==> config.mk <==
export PLATFORM = sky130hd
export DESIGN_NAME = imem_loader
export DESIGN_NICKNAME = d
export VERILOG_FILES = /design/src/rtl/imem_loader.sv
export SDC_FILE = /design/constraint.sdc
export NUM_CORES = 1
export LEC_CHECK = 0
export ABC_CLOCK_PERIOD_IN_PS = 5200
export BUFFER_PORTS_ARGS = -buffer_cell sky130_fd_sc_hd__buf_2
export CAP_MARGIN = 20
export CORE_MARGIN = 1
export CORE_UTILIZATION = 50
export DETAILED_ROUTE_END_ITERATION = 16
export GPL_TIMING_DRIVEN = 0
export PLACE_DENSITY = 0.71
export SYNTH_ARGS = -nofsm -noshare
export SYNTH_HDL_FRONTEND = slang
export SYNTH_SLANG_ARGS = --single-unit
==> constraint.sdc <==
create_clock -name clk -period 5.2 [get_ports clk]
set_input_delay 0.52 -clock clk [delete_from_list [all_inputs] [get_ports clk]]
set_output_delay 0.52 -clock clk [all_outputs]
set_load 0.03 [all_outputs]
==> src/rtl/imem_loader.sv <==
// imem_loader: boot-time loader for the word-addressed instruction RAM.
// Receives a framed program image byte by byte from the UART receiver and
// writes each 32-bit word to instruction RAM at sequential word addresses.
// The CPU is held for the whole load. A one-cycle done pulse marks a load
// that ended with a good checksum.
//
// Frame: LEN_HI, LEN_LO (word count N, big-endian), N*4 data bytes
// (each word MSB first), then one checksum byte (XOR of the data bytes).
//
// Handshake: rx_valid is a one-cycle strobe with no ready/backpressure.
// A byte is taken on every rising edge where rx_valid=1 and the FSM is in
// a receive state (LEN_HI, LEN_LO, DATA, CHECK). Elsewhere it is dropped.
//
// Ports:
//   clk        system clock, rising edge
//   reset      asynchronous active-low reset
//   load_en    start request, sampled only in IDLE
//   rx_data    received byte
//   rx_valid   one-cycle strobe qualifying rx_data
//   cpu_hold   high in every state except IDLE
//   mem_we     one-cycle instruction-RAM write strobe
//   mem_addr   byte address of the write, {zeros, word_idx, 2'b00}
//   mem_wdata  assembled instruction word
//   done       one-cycle pulse on a successful load
//   error      sticky error flag, cleared by the next accepted load_en
//   word_count words written in the current or last load
//   state_dbg  current FSM state, for debug and assertion binding
module imem_loader #(
  parameter int ADDR_WIDTH     = 8,
  parameter int TIMEOUT_CYCLES = 1000000
) (
  input  logic                  clk,
  input  logic                  reset,
  input  logic                  load_en,
  input  logic [7:0]            rx_data,
  input  logic                  rx_valid,
  output logic                  cpu_hold,
  output logic                  mem_we,
  output logic [31:0]           mem_addr,
  output logic [31:0]           mem_wdata,
  output logic                  done,
  output logic                  error,
  output logic [ADDR_WIDTH:0]   word_count,
  output logic [2:0]            state_dbg
);

  localparam int          TW    = $clog2(TIMEOUT_CYCLES + 1);
  localparam logic [16:0] MAX_N = 17'(2 ** ADDR_WIDTH);

  typedef enum logic [2:0] {
    S_IDLE   = 3'd0,
    S_LEN_HI = 3'd1,
    S_LEN_LO = 3'd2,
    S_DATA   = 3'd3,
    S_CHECK  = 3'd4,
    S_DONE   = 3'd5,
    S_ERR    = 3'd6
  } state_t;

  state_t                  state_q, state_d;
  logic [15:0]             len_q, len_d;
  // Only the three earlier bytes of a word need storing; the fourth is
  // taken straight from rx_data when the word is written.
  logic [23:0]             shift_q, shift_d;
  logic [1:0]              byte_cnt_q, byte_cnt_d;
  logic [ADDR_WIDTH-1:0]   word_idx_q, word_idx_d;
  logic [ADDR_WIDTH:0]     word_count_q, word_count_d;
  logic [7:0]              xor_q, xor_d;
  logic [TW-1:0]           tmo_q, tmo_d;
  logic                    we_q, we_d;
  logic [ADDR_WIDTH-1:0]   waddr_q, waddr_d;
  logic [31:0]             wdata_q, wdata_d;
  logic                    error_q, error_d;
  logic                    receiving;
  logic [16:0]             n_rx;

  always_comb begin
    state_d      = state_q;
    len_d        = len_q;
    shift_d      = shift_q;
    byte_cnt_d   = byte_cnt_q;
    word_idx_d   = word_idx_q;
    word_count_d = word_count_q;
    xor_d        = xor_q;
    tmo_d        = tmo_q;
    we_d         = 1'b0;
    waddr_d      = waddr_q;
    wdata_d      = wdata_q;
    error_d      = error_q;
    n_rx         = {1'b0, len_q[15:8], rx_data};

    receiving = (state_q == S_LEN_HI) || (state_q == S_LEN_LO) ||
                (state_q == S_DATA)   || (state_q == S_CHECK);

    // Idle-gap counter: cleared by every accepted byte.
    if (receiving) begin
      tmo_d = rx_valid ? '0 : tmo_q + TW'(1);
    end

    case (state_q)
      S_IDLE: begin
        if (load_en) begin
          state_d      = S_LEN_HI;
          error_d      = 1'b0;
          word_count_d = '0;
          word_idx_d   = '0;
          byte_cnt_d   = '0;
          xor_d        = '0;
          tmo_d        = '0;
        end
      end
      S_LEN_HI: begin
        if (rx_valid) begin
          len_d[15:8] = rx_data;
          state_d     = S_LEN_LO;
        end
      end
      S_LEN_LO: begin
        if (rx_valid) begin
          len_d[7:0] = rx_data;
          if (n_rx > MAX_N)       state_d = S_ERR;
          else if (n_rx == 17'd0) state_d = S_CHECK;
          else                    state_d = S_DATA;
        end
      end
      S_DATA: begin
        if (rx_valid) begin
          shift_d    = {shift_q[15:0], rx_data};
          xor_d      = xor_q ^ rx_data;
          byte_cnt_d = byte_cnt_q + 2'd1;
          if (byte_cnt_q == 2'd3) begin
            we_d         = 1'b1;
            waddr_d      = word_idx_q;
            wdata_d      = {shift_q, rx_data};
            word_idx_d   = word_idx_q + 1'b1;
            word_count_d = word_count_q + 1'b1;
            if (17'(word_count_q) + 17'd1 == {1'b0, len_q}) state_d = S_CHECK;
          end
        end
      end
      S_CHECK: begin
        if (rx_valid) state_d = (rx_data == xor_q) ? S_DONE : S_ERR;
      end
      S_DONE:  state_d = S_IDLE;
      S_ERR:   state_d = S_IDLE;
      default: state_d = S_IDLE;
    endcase

    // A full timeout window with no byte aborts the load.
    if (receiving && !rx_valid && (tmo_q == TW'(TIMEOUT_CYCLES - 1))) begin
      state_d = S_ERR;
    end

    if (state_d == S_ERR) error_d = 1'b1;
  end

  always_ff @(posedge clk or negedge reset) begin
    if (!reset) begin
      state_q      <= S_IDLE;
      len_q        <= '0;
      shift_q      <= '0;
      byte_cnt_q   <= '0;
      word_idx_q   <= '0;
      word_count_q <= '0;
      xor_q        <= '0;
      tmo_q        <= '0;
      we_q         <= 1'b0;
      waddr_q      <= '0;
      wdata_q      <= '0;
      error_q      <= 1'b0;
    end else begin
      state_q      <= state_d;
      len_q        <= len_d;
      shift_q      <= shift_d;
      byte_cnt_q   <= byte_cnt_d;
      word_idx_q   <= word_idx_d;
      word_count_q <= word_count_d;
      xor_q        <= xor_d;
      tmo_q        <= tmo_d;
      we_q         <= we_d;
      waddr_q      <= waddr_d;
      wdata_q      <= wdata_d;
      error_q      <= error_d;
    end
  end

  assign cpu_hold   = (state_q != S_IDLE);
  assign done       = (state_q == S_DONE);
  assign mem_we     = we_q;
  assign mem_addr   = 32'({waddr_q, 2'b00});
  assign mem_wdata  = wdata_q;
  assign error      = error_q;
  assign word_count = word_count_q;
  assign state_dbg  = state_q;

endmodule

## After elaboration in Yosys (flattened, before gate mapping)

Cells that the tools add are included.

- Register bits: 132
- Output and inout port bits: 80
- Word-level logic and storage cells: 87

- Add/sub/neg operators: 5
- Order comparisons: 1
- Equality and inequality tests: 13
- Multiplexer cells: 35
- Bitwise operators: 1
- Reductions and logical operators: 19

Operator list:

| operator | count |
|---|---|
| 2-to-1 mux 20 bit | 4 |
| 2-to-1 mux 8 bit | 4 |
| case mux 8 bit (2 select lines) | 2 |
| 2-to-1 mux 3 bit | 10 |
| 2-to-1 mux 9 bit | 3 |
| adder 20 x 1 -> 20 bit, second input constant | 1 |
| equality test 20 bit, second input constant | 1 |
| case mux 9 bit (2 select lines) | 1 |
| equality test 10 x 16 -> 1 bit | 1 |
| > comparator 16 x 9 -> 1 bit, second input constant | 1 |
| zero test 16 bit | 1 |
| case mux 3 bit (5 select lines) | 1 |
| adder 9 x 1 -> 10 bit, second input constant | 1 |
| adder 9 x 1 -> 9 bit, second input constant | 1 |
| equality test 3 bit, second input constant | 3 |
| adder 8 x 1 -> 8 bit, second input constant | 1 |
| equality test 8 bit | 1 |
| AND reduction 2 bit | 4 |
| bitwise XOR 8 bit | 1 |
| equality test 3 x 2 -> 1 bit, second input constant | 2 |
| 2-to-1 mux 1 bit | 6 |
| 2-to-1 mux 2 bit | 3 |
| AND reduction 3 bit | 2 |
| nonzero test 2 bit | 3 |
| other kinds (12) | 16 |

## Logic depth before layout (Yosys ltp)

Gate-level depths: netlist of the first run.

- Depth after elaboration: 10
- Depth in mapped cells: 8
- Mapped depth without buffers: 7

## Least setup slack after synthesis of the first run

Ideal clock, no wire load.

- Kind: register -> register
- Start: reg word_count_q[0] (netlist: word_count[0])
- End: reg error_q (netlist: error)
- Setup time: 86 ps
- Arrival time: 2340 ps
- Data required time: 5114 ps
- Path slack: 2774 ps
- Cell stages (with the launch flop): 9
- Path buffers: 1
- Period minus slack after synthesis: 2426 ps
- Cells stage by stage: dfrtp_1 -> ha_1 -> and3_1 -> buf_6 -> nand3_4 -> a2111oi_4 -> o2111ai_1 -> or3_1 -> a32oi_1

- Word-level cells in the longest chain between the ends: 10
- Elaborated cells on any way between the ends: 12

Ends and longest elaborated chain:

| element | line | text |
|---|---|---|
| from (decl) | 67 | `logic [ADDR_WIDTH:0] word_count_q, word_count_d;` |
| from (signal assigned) | 177 | `word_count_q <= word_count_d;` |
| adder 9 x 1 -> 10 bit (*) | 137 | `if (17'(word_count_q) + 17'd1 == {1'b0, len_q}) state_d = S_CHECK;` |
| equality test 10 x 16 -> 1 bit (*) | 137 |  |
| 2-to-1 mux 3 bit (*) | 137 |  |
| 2-to-1 mux 3 bit (*) | 131 | `if (byte_cnt_q == 2'd3) begin` |
| 2-to-1 mux 3 bit (*) | 127 | `if (rx_valid) begin` |
| case mux 3 bit (5 select lines) (*) | 100 | `case (state_q)` |
| 2-to-1 mux 3 bit (*) | 150 | `if (receiving && !rx_valid && (tmo_q == TW'(TIMEOUT_CYCLES - 1))) begin` |
| equality test 3 bit (*) | 154 | `if (state_d == S_ERR) error_d = 1'b1;` |
| nonzero test 2 bit (no line) | n/a |  |
| AND reduction 2 bit (no line) | n/a |  |
| to (signal assigned) | 183 | `error_q <= error_d;` |
| to (decl) | 73 | `logic error_q, error_d;` |

Every way passes the cells marked *; elsewhere a longest branch is shown, timed or not.
A chain may end at the register's enable or synchronous reset.

## Worst setup path in the final report of the first run

Ends and elaborated chain as after synthesis.

==> impl_metrics.csv, run 1 <==
group,metric,value,unit
detailed_routing,routed_via_density,5.24,
power,p_per_area,546,nW/µm²
global_route,grtUsageTotal,0.235,
synthesis,syn-instance-count,667,
detailed_routing,drt_iter0_drc,378,
setup_path,critPathRequiredTime,5540,ps
detailed_routing,drc,0,
power,irDropWorstVdd,302,µV
placed_design,port_buffers,67,
synthesis,synth_seq_cells,132,
cells_and_area,syn2layout_area_growth,21.2,%
global_route,antenna_found_initial,0,
cts,clockBufferDepth,2,
synthesis,ys_warn_count,0,
synthesis,synth-edff-count,0,
cells_and_area,area.sequential,3300,µm²
cells_and_area,fin_area,7520,µm²
setup_path,end_kind,"flop",
cts,cts.sinks,132,
cts,post-cts-setup-buffers,0,
cts,cts_tree,"done",
timing,maxSlewViolCount,0,
synthesis,yosys.area.top_type,"dfrtp_1",
setup_path,critical_path.top_delay_family,"simple AND/OR/NAND/NOR gates",
setup_path,crit_buf_inv,1,
setup_path,r2r-end,"error",
power,power.leakage,3.84,nW
cells_and_area,final_util,0.623,
floorplan,die_h,113,µm
placed_design,finalWeightedCongestion,0.859,
setup_path,setup.worst_path.class,"reg -> reg",
detailed_routing,drt-pass1-iter-count,5,
timing,max_freq,400,MHz
timing,fin_skew,10.8,ps
min_path,holdCritPathClass,"in -> async",
detailed_routing,wl_per_cell,14.5,µm
setup_path,start_kind,"flop",
setup_path,cp.arrival,2840,ps
cts,cts_hold_buf,0,
flow_run,cap_violations,0,
global_route,grt_overflow,0,
synthesis,synth.area.top_cells,"dfrtp_1 53%, nand2_1 14%, buf_4 3.1%",
timing,setup_viol,0,
floorplan,core,12100,µm²
cts,clockRootBuffer,"clkbuf_16",
placed_design,hpwl,9490,µm
global_route,grt_pass1_wl,23300,µm
cts,ctsResizeCount,0,
synthesis,ys_top_cells_by_count,"231 x nand2_1, 132 x dfrtp_1, 35 x nor2_1",
setup_path,worstPathMaxFanout,9,
floorplan,die_area,12900,µm²
setup_path,r2r-start,"word_count[0]",
detailed_routing,postRouteAntennaNets,0,
cells_and_area,antenna_cells,0,
setup_path,r2r_setup_slack,2700,ps
synthesis,synth.most_common_cell,"nand2_1",
synthesis,synth-seq-area-share,0.533,
floorplan,rows,40,
setup_path,critPathMaxStageDelay,490,ps
placed_design,pre_cts_ws,2730,ps
global_route,grt_max_degree,75,
timing,period_share,0.481,
floorplan,pin_count,92,
cells_and_area,fillers,1007,
timing,fin_crit,2500,ps
placed_design,dpl_cell_area,6870,µm²
setup_path,crit_slowest_cell,"dfrtp_1",
timing,hold_viol,0,
timing,hold_slack,130,ps
synthesis,synthArstFlopShare,1.00,
setup_path,rr_worst_depth,8,
cts,clock_latency,430,ps
cells_and_area,layout-drive-gt1-share,0.197,
synthesis,netlist_area,6200,µm²
cells_and_area,nNetsFinal,793,
detailed_routing,routed_wl,13900,µm
timing,tns,0,ps
synthesis,synth_cell_type_count,56,
detailed_routing,dr_total_vias,5017,
timing,worst_slew_pin_slew,706,ps
synthesis,syn_avg_cell_area,9.30,µm²
cts,numCtsBuffers,17,
timing,slew-limit-headroom,0.530,
cells_and_area,multiInputGateArea,2660,µm²
synthesis,synth_top_area_frac,0.533,
floorplan,start_util,0.514,
global_route,grt_pass1_vias,4777,
floorplan,chipWidth,113,µm
status,status,"finished, final reports clean",
setup_path,path_cells,"ha_1 -> and3_1 -> buf_6 -> nand3_4 -> a2111oi_4 -> o2111ai_1 -> or3_1 -> a32oi_1",
cts,cts_htree_levels,4,
cts,path_clk_slew,60,ps
synthesis,ys_dominant_reg_cell,"dfrtp_1",
timing,worst_slack,2700,ps
timing,rsz0062_at_grt,"no",
where the power goes:
group          leakage [nW]  internal [W]  switching, W
Combinational          1.79      0.000422      0.000798
Clock                 0.306      0.000863      0.000448
Sequential             1.74       0.00133      0.000241
how the worst max path moves through the flow:
| stage | from | endpoint | cells past startpoint |
|---|---|---|---|
| global placement | reset | len_q[10] | 1 |
| CTS | word_count[0] | error | 8 |
| floorplan | word_count[0] | error | 8 |
| global route | state_dbg[2] | word_count[8] | 8 |
| finish | word_count[0] | error | 8 |
| detailed placement | word_count[0] | error | 8 |
worst register-to-register path, stage by stage (launching register included):
cell	delay, ps
dfrtp_1	490
ha_1	330
and3_1	200
buf_6	140
nand3_4	100
a2111oi_4	300
o2111ai_1	210
or3_1	440
a32oi_1	200
cell type report:
type,instances,share of cell area
clock buffers,20,0.0594
multi-input cells,500,0.353
plain buffers,52,0.0408
well taps,168,0.0280
repair buffers,68,0.0491
flip-flops and latches,132,0.439
inverters,6,0.00300
clock inverters,12,0.0271
per-layer routing:
layer | wire (µm) | vias up | global-route usage | share of wire
met5 | 0 | - | 0 | 0
met4 | 182 | 0 | 0.0851 | 0.013
met3 | 652 | 17 | 0.0605 | 0.047
met2 | 6830 | 140 | 0.382 | 0.49
met1 | 6240 | 2469 | 0.304 | 0.45
li1 | - | 2391 | - | -
placed cells by master (no fill, tap or decap), drive strengths merged, types with 3 or more instances in the layout:
cell type and count:
bufinv 5, and2 7, clkinvlp 3, nor3 4
xor2 22, ha 4, dfrtp 132, inv 6
nor2 35, or3 3, nand2 231, nand3 19
xnor2 19, conb 24, clkinv 4, mux2 15
buf 100, a21oi 13, nand4 11, and3 6
nand2b 6, clkbuf 40, and4 4, o21ai 34
nor4 6, o41ai 3, a22o 4
sequential cells by signal, indices dropped and copies added, names as in the netlist, 2 cells and up:
signal / count
byte_cnt_q: 2
waddr_q: 8
word_count: 9
mem_wdata: 32
shift_q: 24
state_dbg: 3
xor_q: 8
tmo_q: 20
len_q: 16
word_idx_q: 8
stage by stage:
| stage | instances | power [W] |
|---|---|---|
| floorplan | 690 | 0.00243 |
| global placement | 925 | 0.00274 |
| detailed placement | 926 | 0.00279 |
| CTS | 958 | 0.00412 |
| global route | 958 | 0.00433 |
| finish | 958 | 0.00411 |
cell families after synthesis:
kind of cell,after synthesis,synth area share
XOR/XNOR,41,0.0579
multiplexers,17,0.0305
buffers and inverters,58,0.0531
AND/OR/NAND/NOR,343,0.244
flip-flops,132,0.533
adder cells (fa/ha/maj),4,0.00807
other,1,0.000605
AO/OA/AOI/OAI,71,0.0737
Note: power is estimated with default switching activity, not from simulation.
==> run 2, diff against run 1 <==
--- a/config.mk
+++ b/config.mk
@@ -5,14 +5,14 @@
 export SDC_FILE = /design/constraint.sdc
 export NUM_CORES = 1
 export LEC_CHECK = 0
-export ABC_CLOCK_PERIOD_IN_PS = 5200
+export ABC_CLOCK_PERIOD_IN_PS = 2050
 export BUFFER_PORTS_ARGS = -buffer_cell sky130_fd_sc_hd__buf_2
 export CAP_MARGIN = 20
 export CORE_MARGIN = 1
 export CORE_UTILIZATION = 50
 export DETAILED_ROUTE_END_ITERATION = 16
 export GPL_TIMING_DRIVEN = 0
-export PLACE_DENSITY = 0.71
+export PLACE_DENSITY = 0.74
 export SYNTH_ARGS = -nofsm -noshare
 export SYNTH_HDL_FRONTEND = slang
 export SYNTH_SLANG_ARGS = --single-unit
==> constraint.sdc (replaced) <==
create_clock -name clk -period 2.05 [get_ports clk]
set_input_delay 0.205 -clock clk [delete_from_list [all_inputs] [get_ports clk]]
set_output_delay 0.205 -clock clk [all_outputs]
set_load 0.03 [all_outputs]
==> impl_metrics.csv, run 2 (synthesis gave the netlist of run 1 again) <==
group,metric,value,unit
timing,fin_skew,13.4,ps
setup_path,end_kind,"flop",
detailed_routing,postRouteAntennaNets,0,
setup_path,cp.arrival,2500,ps
placed_design,dpl_cell_area,6880,µm²
timing,fin_crit,2170,ps
detailed_routing,routed_wl,14200,µm
timing,setup_viol,2,
setup_path,setup.worst_path.class,"reg -> reg",
timing,period_share,1.06,
setup_path,path_cells,"ha_4 -> and3_4 -> buf_6 -> a22o_2 -> a21oi_2 -> o2111ai_2 -> or3_4 -> a32oi_1",
cts,cts_htree_levels,4,
floorplan,die_h,113,µm
status,status,"complete, but fails checks",
cells_and_area,fillers,1011,
cts,clock_latency,430,ps
floorplan,rows,40,
detailed_routing,routed_via_density,5.17,
detailed_routing,wl_per_cell,14.6,µm
global_route,grtUsageTotal,0.235,
cells_and_area,nNetsFinal,805,
cells_and_area,antenna_cells,0,
timing,hold_viol,0,
global_route,antenna_found_initial,0,
cells_and_area,mostFrequentLayoutCell,"nand2_1",
placed_design,hpwl,9400,µm
floorplan,die_area,12900,µm²
detailed_routing,drc,0,
setup_path,worstPathMaxFanout,6,
detailed_routing,dr_total_vias,5005,
floorplan,pin_count,92,
power,power.leakage,3.89,nW
global_route,grt_overflow,0,
timing,maxSlewViolCount,0,
power,finalPower,0.0103,W
detailed_routing,drt-pass1-iter-count,4,
setup_path,crit_slowest_cell,"dfrtp_2",
min_path,min_from,"rx_data[2]",
placed_design,port_buffers,67,
timing,worst_slew_pin_slew,557,ps
power,p_per_area,1340,nW/µm²
timing,max_freq,461,MHz
timing,slew-limit-headroom,0.628,
cts,numCtsBuffers,17,
detailed_routing,drt_iter0_drc,363,
floorplan,start_util,0.514,
timing,rsz0062_at_grt,"yes",
status,violations,"setup timing",
setup_path,crit_buf_inv,1,
cells_and_area,layout-drive-gt1-share,0.242,
setup_path,start_kind,"flop",
setup_path,critical_path.top_delay_family,"compound AO/OA/AOI/OAI gates",
flow_run,cap_violations,0,
timing,worst_slack,-121,ps
cts,path_clk_slew,60,ps
setup_path,r2r-start,"word_count[0]",
cts,cts_tree,"done",
cells_and_area,largest_register_ffs,32,
floorplan,chipWidth,113,µm
placed_design,finalWeightedCongestion,0.843,
global_route,grt_pass1_vias,4839,
setup_path,setup.worst_path.start,"word_count[0]",
floorplan,core,12100,µm²
global_route,grt_pass1_wl,23400,µm
cells_and_area,mostFrequentLayoutCells,"229 x nand2_1, 127 x dfrtp_1, 70 x buf_2",
setup_path,cp.depth,8,
timing,hold_slack,75.0,ps
timing,tns,-219,ps
cts,cts.sinks,132,
min_path,holdCritPathClass,"in -> reg",
setup_path,rr_worst_depth,8,
cells_and_area,syn2layout_area_growth,23.6,%
setup_path,r2r_setup_slack,-120,ps
global_route,grt_max_degree,93,
cts,clockBufferDepth,2,
cts,clockRootBuffer,"clkbuf_16",
min_path,hold_depth,3,
setup_path,critPathRequiredTime,2380,ps
setup_path,critPathMaxStageDelay,430,ps
cells_and_area,fin_area,7670,µm²
cells_and_area,final_util,0.636,
power,irDropWorstVdd,830,µV
## run 2: cell count changes in the layout (fill, tap and decap cells not counted), moves of 3 or more
cell / delta
clkbuf_2: +5
clkbuf_1: -8
buf_4: +14
clkinv_2: +3
dfrtp_1: -5
dfrtp_2: +5
## run 2: cell type report
cell class / count / area (µm²) / area share
repair buffers: 82 / 477 / 0.0622
clock inverters: 13 / 159 / 0.0207
flip-flops and latches: 132 / 3310 / 0.432
well taps: 168 / 210 / 0.0274
multi-input cells: 500 / 2750 / 0.359
plain buffers: 50 / 308 / 0.0401
clock buffers: 18 / 429 / 0.0560
inverters: 6 / 25.0 / 0.00326
## run 2: timing repair
item	in CTS	in global routing
setup endpoints to repair	84	62
pin swaps	0	5
gates resized for setup	13	19
setup buffers	3	10
hold endpoints to repair	40	0
hold buffers	1	0
## run 2: report_power, final
part           leakage (nW)  switching (W)  total (W)  internal (W)
Combinational          1.87        0.00208    0.00324       0.00115
Clock                 0.282        0.00114    0.00304       0.00190
Sequential             1.74       0.000630    0.00402       0.00339
Total                  3.89        0.00386     0.0103       0.00644
## run 2: worst min-delay path, stage by stage
cell,delay (ps)
buf_2,150
nand2_1,70
nand2_1,40
## run 2: path summary, 6_finish.rpt
check,end
setup / recovery,error
hold / removal,mem_wdata[2]
setup reg to reg,error
hold reg to reg,waddr_q[0]
max in group asynchronous,state_dbg[0]
min in group asynchronous,mem_wdata[9]
## run 2: routing by layer
| layer | vias to the layer above | routed length [µm] | track usage |
|---|---|---|---|
| met3 | 15 | 666 | 0.0584 |
| met2 | 156 | 7130 | 0.380 |
| li1 | 2411 | - | - |
| met4 | 0 | 147 | 0.0921 |
| met1 | 2423 | 6210 | 0.306 |
| met5 | - | 0 | 0 |
## run 2: metrics by stage
step                      setup WS [ps]  std cells
final                              -121        969
after global routing               -176        969
after CTS                          -106        959
after detailed placement           -475        926
after global placement            -1100        925
after floorplan                    -132        690
==> run 3, diff against run 2 <==
--- a/config.mk
+++ b/config.mk
@@ -13,6 +13,7 @@
 export DETAILED_ROUTE_END_ITERATION = 16
 export GPL_TIMING_DRIVEN = 0
 export PLACE_DENSITY = 0.74
+export SETUP_SLACK_MARGIN = 0.15
 export SYNTH_ARGS = -nofsm -noshare
 export SYNTH_HDL_FRONTEND = slang
 export SYNTH_SLANG_ARGS = --single-unit
==> impl_metrics.csv, run 3 (synthesis gave the netlist of run 1 again) <==
group,metric,value,unit
timing,fin_crit,2150,ps
cells_and_area,multiInputGateArea,2780,µm²
detailed_routing,highest_layer,"met4",
timing,setup_viol,2,
detailed_routing,routed_wl,14700,µm
setup_path,cp.arrival,2480,ps
setup_path,start_kind,"flop",
detailed_routing,wl_met1,6420,µm
global_route,grt_max_degree,107,
timing,fin_skew,5.24,ps
floorplan,die_h,113,µm
timing,period_share,1.05,
timing,rsz0062_at_grt,"yes",
power,p_per_area,1370,nW/µm²
detailed_routing,drt_iter0_drc,374,
flow_run,cap_violations,0,
cells_and_area,nNetsFinal,820,
timing,worst_slew_pin_slew,545,ps
setup_path,crit_slowest_cell,"or4_1",
power,finalPower,0.0109,W
placed_design,port_buffers,67,
setup_path,critPathRequiredTime,2390,ps
min_path,holdCritPathClass,"in -> reg",
timing,max_freq,466,MHz
setup_path,setup.worst_path.class,"reg -> reg",
floorplan,rows,40,
cts,clockBufferDepth,2,
global_route,antenna_found_initial,0,
status,status,"complete, but fails checks",
setup_path,critical_path.top_delay_family,"simple AND/OR/NAND/NOR gates",
timing,hold_viol,0,
cells_and_area,antenna_cells,0,
timing,maxSlewViolCount,0,
global_route,grtUsageTotal,0.244,
cts,clockRootBuffer,"clkbuf_16",
global_route,grt_pass1_wl,24200,µm
cts,cts_tree,"done",
detailed_routing,wl_per_cell,15.0,µm
cells_and_area,layout-drive-gt1-share,0.263,
detailed_routing,postRouteAntennaNets,0,
cells_and_area,largest_register_ffs,32,
cells_and_area,syn2layout_area_growth,27.8,%
global_route,grt_pass1_vias,5062,
setup_path,end_kind,"flop",
cells_and_area,fillers,951,
timing,worst_slack,-95.2,ps
power,irDropWorstVdd,851,µV
floorplan,pin_count,92,
floorplan,core,12100,µm²
timing,hold_slack,75.3,ps
detailed_routing,drc,0,
power,power.leakage,4.02,nW
detailed_routing,met3_length,670,µm
cells_and_area,final_util,0.657,
detailed_routing,wl_met2,7310,µm
detailed_routing,drt-pass1-iter-count,5,
cts,path_clk_slew,60,ps
cells_and_area,area.sequential,3310,µm²
placed_design,hpwl,9460,µm
placed_design,finalWeightedCongestion,0.868,
cts,numCtsBuffers,17,
setup_path,crit_buf_inv,1,
timing,slew-limit-headroom,0.637,
floorplan,start_util,0.514,
detailed_routing,dr_total_vias,5138,
global_route,grt_overflow,0,
status,violations,"setup timing",
cells_and_area,mostFrequentLayoutCell,"nand2_1",
cts,cts_htree_levels,4,
floorplan,chipWidth,113,µm
cts,cts.sinks,132,
setup_path,path_cells,"buf_4 -> nand4_1 -> or4_1 -> nand3_1 -> o21ai_2 -> or3_4 -> a32oi_1",
floorplan,die_area,12900,µm²
setup_path,critPathMaxStageDelay,520,ps
cts,clock_latency,430,ps
cells_and_area,mostFrequentLayoutCells,"231 x nand2_1, 127 x dfrtp_1, 72 x buf_2",
setup_path,worstPathMaxFanout,8,
detailed_routing,routed_via_density,5.22,
-- run 3: cell types whose count changed in the layout (fill, tap and decap cells not counted), moves of 3 or more --
cell / change
buf_6: +4
buf_4: +9
clkbuf_1: -4
bufinv_16: +3
clkbuf_4: +3
clkinv_2: -3
-- run 3: cell type report --
cell class / instances / area share
Sequential cell: 132 / 0.417
Multi-Input combinational cell: 500 / 0.350
Timing Repair Buffer: 95 / 0.0723
Clock buffer: 20 / 0.0576
Buffer: 52 / 0.0437
Clock inverter: 12 / 0.0284
Tap cell: 168 / 0.0265
Inverter: 6 / 0.00379
-- run 3: layer usage --
layer	GRT usage	vias up
li1	-	2441
met1	0.313	2503
met2	0.396	163
met3	0.0530	31
met4	0.121	0
met5	0	-
-- run 3: metrics by stage --
stage                     TNS [ps]  worst slack (ps)  instance area, µm²  instances
after detailed placement    -18590              -433                6900        926
after CTS                    -71.9             -71.9                7790        976
after global placement     -133760             -1100                6870        925
final                         -123             -95.2                7930        985
after floorplan               -138              -132                6320        690
after global routing          -351              -180                7930        985
-- run 3: path summary, 6_finish.rpt --
kind | from | endpoint | slack, ps | depth (start not counted)
min in group asynchronous | reset | tmo_q[9] | 220 | 2
max in group asynchronous | reset | word_idx_q[3] | 1030 | 3
min reg2reg | shift_q[17] | mem_wdata[25] | 470 | 2
min | rx_data[2] | mem_wdata[2] | 80 | 3
max | word_count[0] | error | -100 | 7
max reg2reg | word_count[0] | error | -100 | 7
-- run 3: repair_timing --
item	in CTS	in global routing
endpoints found under the hold margin	26	0
resized for setup	26	27
endpoints found under the setup margin	107	86
setup buffers	17	9
hold buffers	1	0
pin swaps	12	5
-- run 3: worst min-delay path: stages --
cell and delay [ps]:
buf_2 150, nand2_1 70, nand2_1 40
-- run 3: report_power, final --
part / internal [W] / total (W) / switching [W]
Sequential: 0.00339 / 0.00401 / 0.000617
Combinational: 0.00122 / 0.00337 / 0.00215
Clock: 0.00235 / 0.00349 / 0.00115
